$ cat config.mk
export PLATFORM = sky130hd
export DESIGN_NAME = au_addsub_v
export DESIGN_NICKNAME = d
export VERILOG_FILES = /design/src/rtl/au_addsub_v.sv
export SDC_FILE = /design/constraint.sdc
export NUM_CORES = 1
export LEC_CHECK = 0
export BUFFER_PORTS_ARGS = -buffer_cell sky130_fd_sc_hd__buf_4
export CAP_MARGIN = 20
export CORE_AREA = 2 2 39 41
export CTS_CLUSTER_SIZE = 24
export DETAILED_ROUTE_END_ITERATION = 8
export DIE_AREA = 0 0 41 43
export PLACE_DENSITY = 0.84
export SLEW_MARGIN = 20
export SYNTH_ARGS = -nofsm -noshare
export SYNTH_HDL_FRONTEND = slang
export SYNTH_SLANG_ARGS = --single-unit
$ cat constraint.sdc
create_clock -name clk -period 1.08 [get_ports clk]
set_input_delay 0.162 -clock clk [delete_from_list [all_inputs] [get_ports clk]]
set_output_delay 0.162 -clock clk [all_outputs]
set_load 0.005 [all_outputs]
$ cat src/rtl/au_addsub_v.sv
// au_addsub_v: registered two's-complement adder/subtractor with carry/borrow-in
// and signed-overflow flag. ARCH selects the carry network (0 ripple, 1 4-bit
// carry-lookahead, 2 Sklansky prefix, 3 Kogge-Stone prefix, other = ripple);
// all networks produce identical s and v.
module au_addsub_v #(
  parameter int WIDTH = 8,
  parameter int ARCH  = 0
) (
  input  logic             clk,
  input  logic             rst_n,
  input  logic [WIDTH-1:0] a,
  input  logic [WIDTH-1:0] b,
  input  logic             ci,
  input  logic             add_sub,
  output logic [WIDTH-1:0] s,
  output logic             v
);

  logic [WIDTH-1:0] op2;
  logic [WIDTH-1:0] g;
  logic [WIDTH-1:0] p;
  logic [WIDTH-1:0] sum;
  logic             cin;
  // c[i] is the carry into bit i; c[WIDTH] is the carry out of the MSB
  logic [WIDTH:0]   c;

  // Subtraction is a + ~b + 1; the borrow-in flips the injected carry
  assign op2 = b ^ {WIDTH{add_sub}};
  assign cin = ci ^ add_sub;
  assign g   = a & op2;
  assign p   = a ^ op2;

  generate
    if (ARCH == 1) begin : g_cla
      localparam int NG = (WIDTH + 3) / 4;
      logic [NG*4-1:0] gx;
      logic [NG*4-1:0] px;

      // Pad the top group with g = p = 0 so unused lanes stay at a known 0
      always_comb begin
        gx = '0;
        px = '0;
        gx[WIDTH-1:0] = g;
        px[WIDTH-1:0] = p;
      end

      // Lookahead inside each 4-bit group, group carries chained between groups
      always_comb begin
        logic       cg;
        logic       gg;
        logic       pg;
        logic [3:0] g4;
        logic [3:0] p4;
        logic [4:1] cl;
        int         base;
        c    = '0;
        c[0] = cin;
        cg   = cin;
        for (int k = 0; k < NG; k++) begin
          base  = 4 * k;
          g4    = gx[base +: 4];
          p4    = px[base +: 4];
          cl[1] = g4[0] | (p4[0] & cg);
          cl[2] = g4[1] | (p4[1] & g4[0]) | (p4[1] & p4[0] & cg);
          cl[3] = g4[2] | (p4[2] & g4[1]) | (p4[2] & p4[1] & g4[0])
                | (p4[2] & p4[1] & p4[0] & cg);
          gg    = g4[3] | (p4[3] & g4[2]) | (p4[3] & p4[2] & g4[1])
                | (p4[3] & p4[2] & p4[1] & g4[0]);
          pg    = &p4;
          cl[4] = gg | (pg & cg);
          for (int j = 1; j <= 4; j++) begin
            if (base + j <= WIDTH) c[base + j] = cl[j];
          end
          cg = cl[4];
        end
      end
    end else if (ARCH == 2 || ARCH == 3) begin : g_pfx
      // Nodes beyond WIDTH-1 would only ever hold g = p = 0 and never feed a
      // lower index, so the tree is simply truncated at WIDTH
      localparam int LOG = $clog2(WIDTH);
      localparam bit SKL = (ARCH == 2);

      for (genvar l = 0; l <= LOG; l++) begin : stg
        logic [WIDTH-1:0] gg;
        logic [WIDTH-1:0] pp;
        if (l == 0) begin : leaf
          assign gg = g;
          assign pp = p;
        end else begin : lvl
          for (genvar i = 0; i < WIDTH; i++) begin : node
            localparam int D   = 1 << (l - 1);
            localparam bit ACT = SKL ? (((i >> (l - 1)) & 1) == 1) : (i >= D);
            if (ACT) begin : op
              // Sklansky: combine with top of lower half-block; KS: with i-D
              localparam int J = SKL ? (((i >> (l - 1)) << (l - 1)) - 1) : (i - D);
              assign gg[i] = stg[l-1].gg[i] | (stg[l-1].pp[i] & stg[l-1].gg[J]);
              assign pp[i] = stg[l-1].pp[i] & stg[l-1].pp[J];
            end else begin : pass
              assign gg[i] = stg[l-1].gg[i];
              assign pp[i] = stg[l-1].pp[i];
            end
          end
        end
      end

      assign c[0] = cin;
      for (genvar i = 0; i < WIDTH; i++) begin : co
        assign c[i+1] = stg[LOG].gg[i] | (stg[LOG].pp[i] & cin);
      end
    end else begin : g_rca
      // Plain ripple chain
      always_comb begin
        c[0] = cin;
        for (int i = 0; i < WIDTH; i++) begin
          c[i+1] = g[i] | (p[i] & c[i]);
        end
      end
    end
  endgenerate

  assign sum = p ^ c[WIDTH-1:0];

  // Output stage: one-cycle latency, cleared asynchronously by reset
  always_ff @(posedge clk or negedge rst_n) begin
    if (!rst_n) begin
      s <= '0;
      v <= 1'b0;
    end else begin
      s <= sum;
      v <= c[WIDTH] ^ c[WIDTH-1];
    end
  end

endmodule

; ---- After elaboration in Yosys (flattened, before gate mapping)
; Cells that the tools add are included.
[word_totals]
register_bits = 9
wordCells = 24
[op_classes]
n_bitwise = 22
[op_table]
columns = cell, n
row1 = bitwise XOR 8 bit, 3
row2 = bitwise AND 1 bit, 8
row3 = bitwise AND 8 bit, 1
row4 = OR 1 bit, 8
row5 = bitwise XOR 1 bit, 2

; ---- Longest topological paths before layout
; Gate-level depths: netlist of the first run.
[depth]
ltp_word = 19
depth_mapped = 11
ltp_nobuf = 10

; ---- Worst setup path before layout of the first run
; OpenSTA, ideal clock, no wires.
[synth_timing]
path_type = input-to-reg
startpoint = input add_sub
endpoint = register v
arrival_ns = 3.683
slack_ns = -2.729
path_stages = 11
n_path_buf = 1
cell_sequence = buf_6 > xnor2_1 > fa_1 > fa_1 > fa_1 > fa_1 > fa_1 > fa_1 > fa_1 > fa_1 > xor2_1
[synth_between]
elab_chain_len = 19
[synth_lines]
columns = item, line
row1 = "start, declared", 14  ; input logic add_sub,
row2 = bitwise XOR 8 bit, 28  ; assign op2 = b ^ {WIDTH{add_sub}};
row3 = bitwise XOR 8 bit, 31  ; assign p = a ^ op2;
row4 = bitwise AND 1 bit, 115  ; c[i+1] = g[i] | (p[i] & c[i]);
row5 = OR 1 bit, 115
row6 = bitwise AND 1 bit, 115
row7 = OR 1 bit, 115
row8 = bitwise AND 1 bit, 115
row9 = OR 1 bit, 115
row10 = [3 not listed], n/a
row11 = OR 1 bit, 115
row12 = bitwise AND 1 bit, 115
row13 = OR 1 bit, 115
row14 = bitwise AND 1 bit, 115
row15 = OR 1 bit, 115
row16 = bitwise AND 1 bit, 115
row17 = OR 1 bit, 115
row18 = bitwise XOR 1 bit *, 130  ; v <= c[WIDTH] ^ c[WIDTH-1];
row19 = "end signal, assigned", 130
row20 = "end, declared", 16  ; output logic v
; Every way passes the cells marked *; elsewhere a longest branch is shown, timed or not.

; ---- Worst setup path after layout of the first run
[layout_timing]
startpoint = input add_sub
endpoint = register s[7]
[layout_between]
elab_chain_len = 17
[layout_lines]
columns = item, line
row1 = bitwise XOR 8 bit, 28
row2 = bitwise XOR 8 bit, 31
row3 = bitwise AND 1 bit, 115
row4 = OR 1 bit, 115
row5 = bitwise AND 1 bit, 115
row6 = OR 1 bit, 115
row7 = bitwise AND 1 bit, 115
row8 = OR 1 bit, 115
row9 = [2 not listed], n/a
row10 = bitwise AND 1 bit, 115
row11 = OR 1 bit, 115
row12 = bitwise AND 1 bit, 115
row13 = OR 1 bit, 115
row14 = bitwise AND 1 bit, 115
row15 = OR 1 bit, 115
row16 = bitwise XOR 8 bit *, 121  ; assign sum = p ^ c[WIDTH-1:0];
row17 = net sum[7], 22  ; logic [WIDTH-1:0] sum;
row18 = "end signal, assigned", 129  ; s <= sum;
row19 = "end, declared", 15  ; output logic [WIDTH-1:0] s,
; Mark *: on every way through the listed nets, which the timed path passes. The rest lies on a longest branch.

==> metrics, run 1 <==
Synth Warn # 0; status finished with violations; Cell Chain, Critical Path buf_12, xnor2_4, fa_2, fa_2, fa_2, fa_2, fa_2, fa_2, fa_2, fa_2, inv_1; crit path time final 3.27 ns; H-tree Lvls 1; largest family of logic cells by synthesized area adder cells; nets between 100 and 150; Sum Neg Setup Slack -10.02 ns; Final Hold Viols 0; gr ovfl total 0; nature of the critical path startpoint primary input; Initial Util 39.3%; failing checks negative setup slack; Max-Cap Viols 0; GP Congestion 0.613; DRT antenna net count 0; post-synthesis adder-cell area fraction 29.4%; Synthesized Nets 72; Setup crit end kind flip-flop; CTS tree built; Die Y 43 um; Buffers & Inverters on Critical Path 2; Setup WS post-layout -2.19 ns; Max Freq 0.306 GHz; Mapped Cells 44; chip width 41 um; Syn-to-layout area delta 68.0%; Final Cycle Share 303%; Fill cells between 100 and 150; largest net degree at the start of global routing 10; slowest cell on the critical path fa_2; # rows 14; Critical Path Max Stage Delay 0.52 ns; area fraction in and, or, nand and nor cells after synthesis 0%; Wirelength per Cell between 10 and 15 um; proportion of layout cells with a drive suffix above 1 a little over three fifths; compound-gate portion of the synthesized area 0%; Pwr Density around 1400 nW/um^2; peak supply drop around 0.55 mV; clock sink count 9; Total Power about 1.2 mW; Final Setup Violations 8; Most common cell on crit path fa_2; hpwl dp approximately 810 um; vias in the first global route ~370; post-synthesis mux area share 0%; initial antenna violation count 0; RSZ-0062 raised after global routing true; GRT Util Overall between 10% and 20%; CP top delay family adder cells; kind of critical path primary input to flip-flop; CTS root buffer clkbuf_4; PortBufs 28; Via-to-Cell Ratio ~4.1; total CTS buffers 3; sequential-to-total area share from yosys stat 41.4%; Core Region roughly 1400 um^2; global-route wire length before repair around 1600 um; CP startpoint add_sub; die area 1760 um^2; Worst-Margin Slew approximately 0.23 ns; critical path arrival between 3 and 4 ns; post-route core utilization between 60% and 70%; Max-slew headroom a little over four fifths; drt initial violations 0; XOR/XNOR Fraction of Synth Area between 10% and 20%; Reg clk slew, reported paths approximately 0.06 ns; Hold Crit Class primary input to asynchronous set/reset pin; CTS max path bufs 2; Leak Pwr 0.458 nW; Max Transition Viols Final 0; Critical Path RT 1.24 ns; synthesized cell area around 540 um^2; largest fanout on the critical path 3; IO Pins 29; residual DRC count 0; number of synthesized register bits 9; Avg Synthesized Cell Area about 12 um^2; Final Routed Wirelength 983 um; Detailed Routing Iterations Pass 1 1; antenna diode count 0; Final Hold Slack between 0.2 and 0.3 ns; routed vias between 300 and 400; post-synth cell types 6
-- power by group --
part           switching [mW]  internal (mW)  leakage (nW)
combinational           0.198          0.313         0.338
sequential             0.0260          0.436         0.105
clock                   0.121          0.143        0.0150
-- worst paths after layout --
kind / cells past startpoint / to
hold / removal: 2 / s[6]
max in group asynchronous: 2 / s[3]
min in group clk: 4 / s[0]
setup / recovery: 11 / s[7]
-- cells in the final DEF (no fill, tap or decap) --
cell type / netlist / final
buf_12: 0 / 1
buf_4: 0 / 30
buf_6: 1 / 2
clkbuf_1: 0 / 1
clkbuf_4: 0 / 3
dfrtp_1: 9 / 9
dlygate4sd3_1: 0 / 1
fa_2: 0 / 8
inv_1: 16 / 11
inv_2: 0 / 5
xnor2_1: 9 / 7
xnor2_4: 0 / 2
xor2_1: 1 / 1
-- state kept, by name, summed over array words and instances (netlist names) --
name  count
s         8
v         1
-- cell type report --
class	count	area (um^2)	area share, %
sequential	9	225	24.6
timing repair buffer	34	278	30.4
clock buffer	4	26.3	2.87
inverter	16	60.1	6.57
tap	16	20.0	2.19
multi-input combinational	18	305	33.4
-- metal layers --
metal,wire length [um],track usage (%),part of all wire [%],vias up
met5,0,0,0,-
met4,27,10.0,2.7,0
met3,90,3.14,9.2,3
met2,564,24.4,57,20
met1,300,15.2,31,186
li1,-,-,-,188
-- synth_stat cells --
cell type	instances	share of area [%]
dfrtp_1	9	41
xnor2_1	9	14
xor2_1	1	1.6
fa_1	8	29
buf_6	1	2.1
inv_1	16	11
-- through the flow --
| step | setup slack, ns | cell area (um^2) | cells |
|---|---|---|---|
| 2_1_floorplan | -2.47 | 589 | 44 |
| 3_3_place_gp | -2.55 | 815 | 89 |
| 3_5_place_dp | -2.61 | 815 | 89 |
| 4_1_cts | -2.19 | 905 | 96 |
| 5_1_grt | -2.22 | 915 | 97 |
| 6_report | -2.19 | 915 | 97 |
-- kinds of logic after synthesis --
group	Yosys count
buf+inv	17
xor+xnor	10
flops	9
fa+ha+maj	8
-- what timing repair did --
item / CTS / global route
hold buffers: 1 / 0
pin swaps: 2 / 1
hold endpoints to repair: 9 / 0
resized for setup: 8 / 5
buffers inserted: 2 / 1
endpoints found under the setup margin: 8 / 8
Note: power is estimated with default switching activity, not from simulation.
==> run 2: changes to the inputs <==
CELL_PAD_IN_SITES_DETAIL_PLACEMENT = 0   (was unset)
CELL_PAD_IN_SITES_GLOBAL_PLACEMENT = 1   (was unset)
CORE_AREA = unset   (was 2 2 39 41)
CORE_MARGIN = 1   (was unset)
CORE_UTILIZATION = 34   (was unset)
CTS_CLUSTER_SIZE = 8   (was 24)
DIE_AREA = unset   (was 0 0 41 43)
PLACE_DENSITY = 0.91   (was 0.84)
==> run 2 against run 1 <==
The run still ends with negative setup slack left. Fmax fell by 0.41%. Power down 3.9%. Cell area down 5.5%. Sequential share of layout area up 1.4 points. Core utilization shrank 8.7 points. Final cell count decreased by 3.1%. Sequential cell count stayed put. Wire length fell by 8.5%. Critical path depth is the same. Critical path type unchanged. Critical endpoint unchanged. Highest routed layer unchanged.
==> metrics, run 2 (same netlist as run 1, synthesis figures left out) <==
status finished with violations (unchanged); failing checks negative setup slack (unchanged); Sum Neg Setup Slack -10.15 ns (was -10.02 ns); Comb pwr share 40.5% (was 41.3%); Final Cycle Share 304% (was 303%); RSZ-0062 raised after global routing true (unchanged); peak supply drop 0.421 mV (was 0.554 mV); chip width 42.0 um (was 41 um); routed vias 377 (was 397); Final Setup Violations 8 (unchanged); antenna diode count 0 (unchanged); Detailed Routing Iterations Pass 1 2 (was 1); nature of the critical path startpoint primary input (unchanged); GRT Util Overall 12.1% (was 14.7%); residual DRC count 0 (unchanged); PortBufs 28 (unchanged); max FFs per register 8 (unchanged); Max-Cap Viols 0 (unchanged); Place WS -2.56 ns (was -2.61 ns); Hold Crit Class primary input to asynchronous set/reset pin (unchanged); gr ovfl total 0 (unchanged); fraction of power spent switching nets 26.9% (was 27.9%); Max Transition Viols Final 0 (unchanged); Worst-Margin Slew 0.220 ns (was 0.231 ns); critical path arrival 3.43 ns (about the same); most frequent cells in the layout buf_4, inv_1, dfrtp_1 (unchanged); largest net degree at the start of global routing 10 (unchanged); Via-to-Cell Ratio 4.01 (was 4.09); DRT antenna net count 0 (unchanged); total CTS buffers 3 (unchanged); Fill cells 138 (was 104); commonest non-fill, non-tap cell in the layout buf_4 (unchanged); Clock power frac 20.6% (was 21.3%); initial antenna violation count 0 (unchanged); Core Region 1510 um^2 (was 1380 um^2); Final Routed Wirelength 899 um (was 983 um); multi-input logic area 287 um^2 (was 305 um^2); Final Hold Slack 0.268 ns (was 0.252 ns); Leak Pwr 0.434 nW (was 0.458 nW); Top reg by flops s (unchanged); Final Hold Viols 0 (unchanged); Max Freq 0.305 GHz (was 0.306 GHz); Setup crit end kind flip-flop (unchanged); GP Congestion 0.645 (was 0.613); CTS root buffer clkbuf_4 (unchanged); crit path time final 3.28 ns (was 3.27 ns); Max-slew headroom 85.2% (was 84.5%); Syn-to-layout area delta 58.9% (was 68.0%); FF/Latch Area 225 um^2 (unchanged); die area 1760 um^2 (about the same); global-route wire length before repair 1540 um (was 1620 um); Reg clk slew, reported paths 0.06 ns (about the same); Critical Path RT 1.23 ns (was 1.24 ns); Pwr Density 1370 nW/um^2 (was 1350 nW/um^2); drt initial violations 2 (was 0); CTS max path bufs 2 (unchanged); H-tree Lvls 1 (unchanged); Wirelength per Cell 9.56 um (was 10.1 um); nets 107 (was 110); CTS tree built (unchanged); Setup WS post-layout -2.20 ns (was -2.19 ns); # rows 14 (unchanged); hpwl dp 829 um (was 815 um); P_sw 0.319 mW (was 0.345 mW); vias in the first global route 421 (was 369); biggest regs s (8), v (1) (unchanged); Die Y 42.0 um (was 43 um); Setup Fix Bufs, Post-CTS 0 (was 2); Reg power frac 38.9% (was 37.3%); largest fanout on the critical path 3 (unchanged); internal power 0.869 mW (was 0.891 mW); IO Pins 29 (unchanged); clock sink count 9 (unchanged); kind of critical path primary input to flip-flop (unchanged); proportion of layout cells with a drive suffix above 1 60.3% (was 63.0%); Initial Util 36.1% (was 39.3%)
run 2: metal layers:
metal	GRT usage [%]	wire length, um
met1	9.77	299
met5	0	0
met2	23.8	516
met3	4.31	79
met4	7.50	4
run 2: worst paths after layout:
path | start | endpoint | slack [ns] | depth (start not counted)
max | add_sub | s[7] | -2.20 | 11
min | rst_n | v | 0.27 | 2
max in group asynchronous | rst_n | s[1] | 0.68 | 2
min in group clk | a[7] | s[7] | 0.36 | 4
run 2: stage by stage:
stage               cells  power [mW]  utilization (%)  instance area (um^2)
floorplan              44       0.673                -                   589
global placement       89       0.903             54.1                   815
finish                 94        1.19             57.4                   865
CTS                    94        1.19             57.4                   865
global route           94        1.28             57.4                   865
detailed placement     89       0.931             54.1                   815
run 2: what timing repair did:
item | in CTS | in global routing
hold buffers | 1 | 0
hold endpoints to repair | 9 | 0
pin swaps | 2 | 0
setup endpoints to repair | 8 | 8
cloned | 0 | 0
gates resized for setup | 5 | 4
run 2: power by group through the flow:
stage	sequential, mW	clock, mW	combinational (mW)
after floorplan	0.482	0	0.191
after global placement	0.464	0	0.439
after detailed placement	0.470	0	0.462
after CTS	0.465	0.254	0.471
after global routing	0.471	0.277	0.533
final	0.462	0.244	0.482
run 2: worst max-delay path, stage by stage:
cell and delay [ns]:
buf_8 0.11, xnor2_4 0.13, fa_2 0.36, fa_2 0.34, fa_2 0.34, fa_2 0.35
fa_2 0.34, fa_2 0.35, fa_2 0.37, fa_2 0.53, inv_1 0.04
run 2: final cells by class:
class                      count  area share [%]
clock buffer                   4            3.04
inverter                      16            6.95
multi-input combinational     18            33.1
sequential                     9            26.0
tap                           16            2.32
timing repair buffer          31            28.5
